--- src/rtl/free_list_if.sv ---
// -----------------------------------------------------------------------------
// free_list_if
// Bundles the allocation, release, checkpoint and status signals of the
// physical-register free list. The clock and reset stay plain module ports.
//
//   pop_en_1/2, pop_data_1/2        : allocation request / allocated tags
//   alloc_ready_1/2                 : at least one / two entries free
//   push_en_1/2, push_data_1/2      : tags released at commit
//   take_checkpoint, dual_branch,
//   instr_num, current_id           : branch checkpoint control / next slot
//   restore_en, restore_id          : misprediction restore
//   free_count, err_flag            : occupancy and sticky error
//
// slave  : the free list itself
// master : the rename / commit logic driving it
// -----------------------------------------------------------------------------
interface free_list_if #(
   parameter int P_ADDR_WIDTH = 7,
   parameter int C_NUM        = 2
);
   localparam int CW = $clog2(C_NUM);

   logic                    pop_en_1;
   logic                    pop_en_2;
   logic [P_ADDR_WIDTH-1:0] pop_data_1;
   logic [P_ADDR_WIDTH-1:0] pop_data_2;
   logic                    alloc_ready_1;
   logic                    alloc_ready_2;
   logic                    push_en_1;
   logic                    push_en_2;
   logic [P_ADDR_WIDTH-1:0] push_data_1;
   logic [P_ADDR_WIDTH-1:0] push_data_2;
   logic                    take_checkpoint;
   logic                    dual_branch;
   logic                    instr_num;
   logic [CW-1:0]           current_id;
   logic                    restore_en;
   logic [CW-1:0]           restore_id;
   logic [P_ADDR_WIDTH:0]   free_count;
   logic                    err_flag;

   modport slave (
      input  pop_en_1, pop_en_2, push_en_1, push_en_2, push_data_1, push_data_2,
             take_checkpoint, dual_branch, instr_num, restore_en, restore_id,
      output pop_data_1, pop_data_2, alloc_ready_1, alloc_ready_2,
             current_id, free_count, err_flag
   );

   modport master (
      output pop_en_1, pop_en_2, push_en_1, push_en_2, push_data_1, push_data_2,
             take_checkpoint, dual_branch, instr_num, restore_en, restore_id,
      input  pop_data_1, pop_data_2, alloc_ready_1, alloc_ready_2,
             current_id, free_count, err_flag
   );
endinterface

--- src/rtl/free_list.sv ---
// -----------------------------------------------------------------------------
// free_list
// Circular free list of physical register tags with branch checkpoints.
// Up to two tags are allocated and two released per cycle. Head/tail carry one
// extra wrap bit so that full (P_REGS) and empty (0) are distinguishable and
// free_count is simply tail - head.
//
// Ports:
//   clk    : clock
//   rst_n  : asynchronous active-low reset
//   fl     : free_list_if.slave (allocation, release, checkpoint, status)
//
// Optional feature: define FREE_LIST_ERR_CHK_EN to make err_flag a sticky
// underflow/overflow indicator; otherwise err_flag is tied low. Pointer
// protection against underflow/overflow is always active.
// -----------------------------------------------------------------------------
module free_list #(
   parameter int P_ADDR_WIDTH = 7,
   parameter int L_REGS       = 32,
   parameter int C_NUM        = 2
) (
   input  logic       clk,
   input  logic       rst_n,
   free_list_if.slave fl
);
   localparam int P_REGS      = 2 ** P_ADDR_WIDTH;
   localparam int PW          = P_ADDR_WIDTH + 1;
   localparam int CW          = $clog2(C_NUM);
   // Number of free tags above the mapped range; these fill index 0 upward.
   localparam int RESET_SPLIT = P_REGS - L_REGS - 8;
   localparam logic [PW:0]   LP_CAP     = {1'b0, 1'b1, {P_ADDR_WIDTH{1'b0}}};
   localparam logic [PW-1:0] LP_PTR_ONE = PW'(1'b1);
   localparam logic [PW-1:0] LP_PTR_TWO = PW'(2'd2);

   // Reset content: free tags L_REGS+8..P_REGS-1, then 0..7.
   function automatic logic [P_ADDR_WIDTH-1:0] f_reset_tag(input int idx);
      int v;
      if (idx < RESET_SPLIT) begin
         v = L_REGS + 8 + idx;
      end else begin
         v = idx - RESET_SPLIT;
      end
      return v[P_ADDR_WIDTH-1:0];
   endfunction

   logic [P_ADDR_WIDTH-1:0] r_mem [P_REGS];
   logic [PW-1:0]           r_head;
   logic [PW-1:0]           r_tail;
   logic [PW-1:0]           r_ckp_head [C_NUM];
   logic [CW-1:0]           r_current_id;

   logic [PW-1:0]           w_count;
   logic [1:0]              w_pop_num;
   logic [1:0]              w_push_num;
   logic                    w_pop_ok;
   logic                    w_push_ok;
   logic [PW:0]             w_push_total;
   logic [P_ADDR_WIDTH-1:0] w_head_idx;
   logic [P_ADDR_WIDTH-1:0] w_head_p1_idx;
   logic [P_ADDR_WIDTH-1:0] w_tail_idx;
   logic [P_ADDR_WIDTH-1:0] w_tail_2_idx;
   logic [CW-1:0]           w_cid_p1;
   logic [PW-1:0]           w_head_nxt;
   logic [PW-1:0]           w_tail_nxt;
   logic [PW-1:0]           w_ckp_nxt [C_NUM];
   logic [CW-1:0]           w_cid_nxt;

   assign w_count       = r_tail - r_head;
   assign w_pop_num     = {1'b0, fl.pop_en_1} + {1'b0, fl.pop_en_2};
   assign w_push_num    = {1'b0, fl.push_en_1} + {1'b0, fl.push_en_2};
   // A pop group commits only if every requested tag is available.
   assign w_pop_ok      = (w_count >= PW'(w_pop_num));
   // Capacity check uses the pre-cycle count so a push never lands on a slot
   // that is still being read this cycle.
   assign w_push_total  = {1'b0, w_count} + (PW + 1)'(w_push_num);
   assign w_push_ok     = (w_push_total <= LP_CAP);
   assign w_head_idx    = r_head[P_ADDR_WIDTH-1:0];
   assign w_head_p1_idx = w_head_idx + P_ADDR_WIDTH'(1'b1);
   assign w_tail_idx    = r_tail[P_ADDR_WIDTH-1:0];
   assign w_tail_2_idx  = w_tail_idx + P_ADDR_WIDTH'(fl.push_en_1);
   assign w_cid_p1      = r_current_id + CW'(1'b1);

   assign fl.pop_data_1    = r_mem[w_head_idx];
   assign fl.pop_data_2    = fl.pop_en_1 ? r_mem[w_head_p1_idx] : r_mem[w_head_idx];
   assign fl.alloc_ready_1 = (w_count >= LP_PTR_ONE);
   assign fl.alloc_ready_2 = (w_count >= LP_PTR_TWO);
   assign fl.free_count    = w_count;
   assign fl.current_id    = r_current_id;

   // Next head, tail, checkpoint slots and slot counter.
   always_comb begin
      w_head_nxt = r_head;
      w_tail_nxt = r_tail;
      w_ckp_nxt  = r_ckp_head;
      w_cid_nxt  = r_current_id;
      if (fl.restore_en) begin
         // Restore wins over same-cycle pops and checkpoints.
         w_head_nxt = r_ckp_head[fl.restore_id];
      end else begin
         if (w_pop_ok) begin
            w_head_nxt = r_head + PW'(w_pop_num);
         end else begin
            w_head_nxt = r_head;
         end
         if (fl.take_checkpoint) begin
            if (fl.dual_branch) begin
               w_ckp_nxt[r_current_id] = r_head + PW'(fl.pop_en_1);
               w_ckp_nxt[w_cid_p1]     = r_head + PW'(w_pop_num);
               w_cid_nxt               = r_current_id + CW'(2'd2);
            end else begin
               // instr_num selects whether the branch sits after slot 2.
               w_ckp_nxt[r_current_id] = r_head + PW'(fl.pop_en_1)
                                       + PW'(fl.instr_num & fl.pop_en_2);
               w_cid_nxt               = w_cid_p1;
            end
         end else begin
            w_cid_nxt = r_current_id;
         end
      end
      if (w_push_ok) begin
         w_tail_nxt = r_tail + PW'(w_push_num);
      end else begin
         w_tail_nxt = r_tail;
      end
   end

   // Pointer, checkpoint and slot-counter registers.
   always_ff @(posedge clk or negedge rst_n) begin
      if (!rst_n) begin
         r_head       <= {PW{1'b0}};
         r_tail       <= PW'(P_REGS - L_REGS);
         r_current_id <= {CW{1'b0}};
         for (int i = 0; i < C_NUM; i++) begin
            r_ckp_head[i] <= {PW{1'b0}};
         end
      end else begin
         r_head       <= w_head_nxt;
         r_tail       <= w_tail_nxt;
         r_current_id <= w_cid_nxt;
         for (int i = 0; i < C_NUM; i++) begin
            r_ckp_head[i] <= w_ckp_nxt[i];
         end
      end
   end

   // Tag storage: reset image, then released tags written at the tail.
   always_ff @(posedge clk or negedge rst_n) begin
      if (!rst_n) begin
         for (int i = 0; i < P_REGS; i++) begin
            r_mem[i] <= f_reset_tag(i);
         end
      end else if (w_push_ok) begin
         if (fl.push_en_1) begin
            r_mem[w_tail_idx] <= fl.push_data_1;
         end
         if (fl.push_en_2) begin
            r_mem[w_tail_2_idx] <= fl.push_data_2;
         end
      end
   end

`ifdef FREE_LIST_ERR_CHK_EN
   logic r_err_flag;
   logic w_underflow;
   logic w_overflow;

   assign w_underflow = ~fl.restore_en & ~w_pop_ok;
   assign w_overflow  = ~w_push_ok;

   // Sticky error, cleared only by reset.
   always_ff @(posedge clk or negedge rst_n) begin
      if (!rst_n) begin
         r_err_flag <= 1'b0;
      end else if (w_underflow | w_overflow) begin
         r_err_flag <= 1'b1;
      end
   end

   assign fl.err_flag = r_err_flag;
`else
   assign fl.err_flag = 1'b0;
`endif

endmodule

--- src/flat_wrapper.sv ---
// flat-port wrapper written by rule: the top's interface ports become plain ports
module free_list_flat 
#(
   parameter int P_ADDR_WIDTH = 7,
   parameter int L_REGS       = 32,
   parameter int C_NUM        = 2
)
  (clk, rst_n, fl_pop_en_1, fl_pop_en_2, fl_push_en_1, fl_push_en_2, fl_push_data_1, fl_push_data_2, fl_take_checkpoint, fl_dual_branch, fl_instr_num, fl_restore_en, fl_restore_id, fl_pop_data_1, fl_pop_data_2, fl_alloc_ready_1, fl_alloc_ready_2, fl_current_id, fl_free_count, fl_err_flag);
  free_list_if #(.P_ADDR_WIDTH(P_ADDR_WIDTH), .C_NUM(C_NUM)) fl_i ();
  input  logic clk;
  input  logic rst_n;
  input wire logic [$bits(fl_i.pop_en_1)-1:0] fl_pop_en_1;
  input wire logic [$bits(fl_i.pop_en_2)-1:0] fl_pop_en_2;
  input wire logic [$bits(fl_i.push_en_1)-1:0] fl_push_en_1;
  input wire logic [$bits(fl_i.push_en_2)-1:0] fl_push_en_2;
  input wire logic [$bits(fl_i.push_data_1)-1:0] fl_push_data_1;
  input wire logic [$bits(fl_i.push_data_2)-1:0] fl_push_data_2;
  input wire logic [$bits(fl_i.take_checkpoint)-1:0] fl_take_checkpoint;
  input wire logic [$bits(fl_i.dual_branch)-1:0] fl_dual_branch;
  input wire logic [$bits(fl_i.instr_num)-1:0] fl_instr_num;
  input wire logic [$bits(fl_i.restore_en)-1:0] fl_restore_en;
  input wire logic [$bits(fl_i.restore_id)-1:0] fl_restore_id;
  output wire logic [$bits(fl_i.pop_data_1)-1:0] fl_pop_data_1;
  output wire logic [$bits(fl_i.pop_data_2)-1:0] fl_pop_data_2;
  output wire logic [$bits(fl_i.alloc_ready_1)-1:0] fl_alloc_ready_1;
  output wire logic [$bits(fl_i.alloc_ready_2)-1:0] fl_alloc_ready_2;
  output wire logic [$bits(fl_i.current_id)-1:0] fl_current_id;
  output wire logic [$bits(fl_i.free_count)-1:0] fl_free_count;
  output wire logic [$bits(fl_i.err_flag)-1:0] fl_err_flag;
  assign fl_i.pop_en_1 = fl_pop_en_1;
  assign fl_i.pop_en_2 = fl_pop_en_2;
  assign fl_i.push_en_1 = fl_push_en_1;
  assign fl_i.push_en_2 = fl_push_en_2;
  assign fl_i.push_data_1 = fl_push_data_1;
  assign fl_i.push_data_2 = fl_push_data_2;
  assign fl_i.take_checkpoint = fl_take_checkpoint;
  assign fl_i.dual_branch = fl_dual_branch;
  assign fl_i.instr_num = fl_instr_num;
  assign fl_i.restore_en = fl_restore_en;
  assign fl_i.restore_id = fl_restore_id;
  assign fl_pop_data_1 = fl_i.pop_data_1;
  assign fl_pop_data_2 = fl_i.pop_data_2;
  assign fl_alloc_ready_1 = fl_i.alloc_ready_1;
  assign fl_alloc_ready_2 = fl_i.alloc_ready_2;
  assign fl_current_id = fl_i.current_id;
  assign fl_free_count = fl_i.free_count;
  assign fl_err_flag = fl_i.err_flag;
  free_list #(.P_ADDR_WIDTH(P_ADDR_WIDTH), .L_REGS(L_REGS), .C_NUM(C_NUM)) u_core (.clk(clk), .rst_n(rst_n), .fl(fl_i));
endmodule
--- config.mk ---
export PLATFORM = sky130hd
export DESIGN_NAME = free_list_flat
export DESIGN_NICKNAME = d
export VERILOG_FILES = /design/src/rtl/free_list_if.sv /design/src/rtl/free_list.sv /design/src/flat_wrapper.sv
export SDC_FILE = /design/constraint.sdc
export NUM_CORES = 2
export LEC_CHECK = 0
export ABC_AREA = 0
export CORE_UTILIZATION = 25
export CTS_CLUSTER_SIZE = 20
export DETAILED_ROUTE_END_ITERATION = 12
export GPL_TIMING_DRIVEN = 0
export PLACE_DENSITY = 0.39
export SYNTH_ARGS = -nofsm -noshare
export SYNTH_HDL_FRONTEND = slang
export SYNTH_SLANG_ARGS = --single-unit
--- constraint.sdc ---
create_clock -name clk -period 5.05 [get_ports clk]
set_input_delay 1.01 -clock clk [delete_from_list [all_inputs] [get_ports clk]]
set_output_delay 1.01 -clock clk [all_outputs]
set_load 0.1 [all_outputs]
==> reports/summary.txt <==
outcome - finished with violations
failing checks - capacitance limit, slew limit, setup timing
most used cell, CP - buf_12
final wirelength - 454 mm
Post-synth EDFFs - 0
CTS root buffer - clkbuf_16
synthesized cell area - 62,200 um^2
vias in the first global route - 61,400
routed vias/inst - 6.59
Reg2Reg Depth - 9
Post-Syn Area per Cell - 9.76 um^2
# nets final - 6,747
switching share of power - 0.564
Design Area, Final - 76,900 um^2
Fmax - 182 MHz
first-pass GRT wire length - 594 mm
Worst Hold Class - reg -> reg
initial antenna violation count - 50
Clock power frac - 0.131
Final Hold Violating Endpoints - 0
CP peak stage delay - 0.47 ns
register area share after synthesis - 0.383
num ports - 51
# Max-Cap Violations - 2
Routed WL per cell - 44.7 um
total global routing overflow - 0
Worst path depth - 14
DP Area - 68,400 um^2
Period Utilization, post-route - 1.09
kind of critical path - reg -> out
CP Data Required Time - 4.04 ns
Horiz. Die Dim - 501 um
Worst-Margin Slew - 1.60 ns
Initial Util - 0.252
CP bufs+invs - 7
Syn Nets - 6,429
Clk pin slew, worst setup/hold paths - 0.06 ns
Hold Crit Depth - 1
Worst-Skew Late Latency - 0.84 ns
Leak - 27.1 nW
Final Slew Violations - 16
via count - 66,900
worst r2r src - u_core.r_tail[1]
cell count after synthesis - 6,376
1st-pass router iterations - 8
Power Internal - 32.7 mW
CP Cell Sequence - buf_12, buf_16, buf_4, buf_12, clkbuf_8, buf_12, mux4_2, o22ai_1, nor4_1, mux2i_1, mux2i_4, nor2_1, a211oi_4, buf_12
Hold EP - u_core.r_mem[286]
Crit Reg-Reg Endpoint - u_core.r_mem[479]
Startpoint Class - register
fraction of layout cells with a size suffix above 1 - 0.288
post-route ant nets - 0
VDD IR max - 0.801 mV
flops & latches, synth - 929
crit path capture type - output port
Final GP Congestion - 1.06
synthesis warning total - 0
hpwl dp - 337 mm
largest family of logic cells by synthesized area - compound AO/OA/AOI/OAI gates
full die area - 251,000 um^2
CP max-delay cell - dfrtp_2
number of core rows - 182
Synth Area in Adders - 0.00628
ys flop type - dfrtp_1
final setup vio count - 52
core area - 247,000 um^2
sum of negative setup slack - -5.03 ns
min-delay src - u_core.r_mem[286]
xor/xnor share of the synthesized area - 0.00547
Pwr per Cell Area - 975 nW/um^2
fillers - 25,500
IO Port Bufs - 33
pin count of the biggest net entering global routing - 154
top cell family by delay on the critical path - buffers and inverters
Arrival @ worst endpoint - 4.49 ns
Clock Skews - 0.0388 ns
dpl ws - -2.80 ns
Bufs on Longest Clock Path - 3
Max FO, Critical Path - 10
CTS tree - yes
FFs w/ async S/R, synth - 1.00
Total GRT Usage - 0.354
hold_ws - 0.490 ns
Die H - 501 um
Worst Slack Setup Final - -0.446 ns
register share of total power - 0.191
Synth Area in Compound Gates - 0.254
DRC Markers - 0
headroom to the max-slew limit - -0.0651
CTS H-tree depth - 4
Net Sw Power - 42.3 mW
Initial DRC Count - 10,800
mux share of post-synthesis cell area - 0.185
simple-gate share of the synthesized area - 0.114
RSZ-0062 raised after global routing - yes
Synth cell types - 78
Layout area overhead - 23.7%
Period minus WS final - 5.50 ns
number of buffers created by CTS - 131
combinational fraction of design power - 0.679
R2R Setup Slk - -0.16 ns
clock sink total - 929
power groups by stage:
stage / clock (mW) / combinational, mW / sequential, mW
2_1_floorplan: 0 / 23.6 / 12.6
3_3_place_gp: 0 / 42.3 / 14.2
3_5_place_dp: 0 / 42.7 / 14.1
4_1_cts: 9.82 / 47.5 / 14.1
5_1_grt: 10.1 / 50.5 / 14.5
6_report: 9.78 / 50.9 / 14.3
flip-flops by register name, indices dropped and copies added (netlist names):
name and count:
u_core.r_head 8, u_core.r_ckp_head 16, u_core.fl.current_id 1, u_core.r_mem 896
u_core.r_tail 8
placed cells by master, fill, tap and decap left out, types with 49 or more instances in the layout:
master	netlist	routed
buf_4	16	92
o21ai_1	64	64
buf_12	0	71
buf_2	187	135
nor2_1	220	213
a31oi_1	99	70
diode_2	0	50
a2bb2oi_1	384	384
o2bb2ai_1	84	84
buf_16	0	49
a22oi_1	96	94
clkbuf_2	0	83
o22a_1	60	60
buf_1	114	70
mux4_2	488	488
a21oi_2	50	56
dfrtp_1	479	475
dfstp_2	450	450
nand2_1	312	312
a21oi_1	772	765
clkbuf_16	0	138
clkbuf_1	440	361
o21ai_0	745	745
nand3_1	807	799
metal layers:
metal | vias up | part of all wire | track usage
met5 | - | 0.00037 | 0.000772
met4 | 24 | 0.086 | 0.259
met3 | 1371 | 0.13 | 0.152
met2 | 5435 | 0.40 | 0.487
met1 | 34700 | 0.38 | 0.436
li1 | 25400 | - | -
synth_stat cells (11+ instances only):
cell type	instances	area (um^2)
o2bb2ai_1	84	736
nand2b_1	20	125
and3_1	11	68.8
a22oi_1	96	721
mux4_2	488	11000
o22ai_1	72	450
o21ai_0	745	3730
a32oi_1	20	175
nand3_1	807	4040
nor2b_1	24	150
dfstp_2	450	11800
clkbuf_1	440	1650
buf_4	16	120
dfrtp_1	479	12000
ha_1	24	300
a31oi_1	99	619
a21oi_2	50	438
xnor2_1	27	236
buf_1	114	428
a21oi_1	772	3860
nand2_1	312	1170
mux2i_1	36	360
and2_1	33	206
inv_1	24	90.1
o22a_1	60	526
o21ai_1	64	320
nor2_1	220	826
a211oi_1	35	263
mux2_2	12	135
a2bb2oi_1	384	3360
buf_2	187	936
nor3_1	39	195
metrics by stage:
stage | instances | util | total power [mW]
finish | 10200 | 0.312 | 75.0
global route | 10100 | 0.312 | 75.0
CTS | 10100 | 0.309 | 71.4
detailed placement | 9780 | 0.278 | 56.8
global placement | 9721 | 0.271 | 56.5
floorplan | 6376 | - | 36.2
how the worst max path moves through the flow:
stage,to,slack (ns),startpoint
detailed placement,fl_pop_data_2[4],-2.80,u_core.r_head[1]
floorplan,fl_alloc_ready_1,0.006,u_core.r_head[1]
finish,fl_pop_data_2[3],-0.45,u_core.r_head[1]
CTS,fl_pop_data_2[6],-0.27,u_core.r_head[0]
global route,fl_alloc_ready_1,-0.34,u_core.r_head[3]
global placement,u_core.r_mem[735],-44.96,rst_n
logic make-up (layout without fill, tap and decap cells):
group | Yosys count | in the layout
other cells | 1 | 51
buf+inv | 787 | 1211
mux | 536 | 537
compound gates | 2546 | 2547
xor+xnor | 38 | 38
fa+ha+maj | 29 | 29
flops | 929 | 929
simple gates | 1510 | 1510
area by class of cell:
type / instances / area [um^2] / share of cell area
Antenna cell: 50 / 125 / 0.00163
Clock buffer: 209 / 3960 / 0.0514
Sequential cell: 929 / 23800 / 0.310
Clock inverter: 32 / 373 / 0.00485
Timing Repair Buffer: 187 / 2850 / 0.0370
Multi-Input combinational cell: 4662 / 36900 / 0.479
Inverter: 28 / 124 / 0.00161
Buffer: 755 / 4680 / 0.0608
Tap cell: 3312 / 4140 / 0.0539
what timing repair did:
item / in CTS / in global routing
hold endpoints to repair: 9 / 0
pin swaps: 42 / 22
setup endpoints to repair: 935 / 169
resized for setup: 741 / 104
hold buffers: 1 / 0
cloned: 4 / 1
setup buffers: 64 / 26
Note: power is estimated with default switching activity, not from simulation.
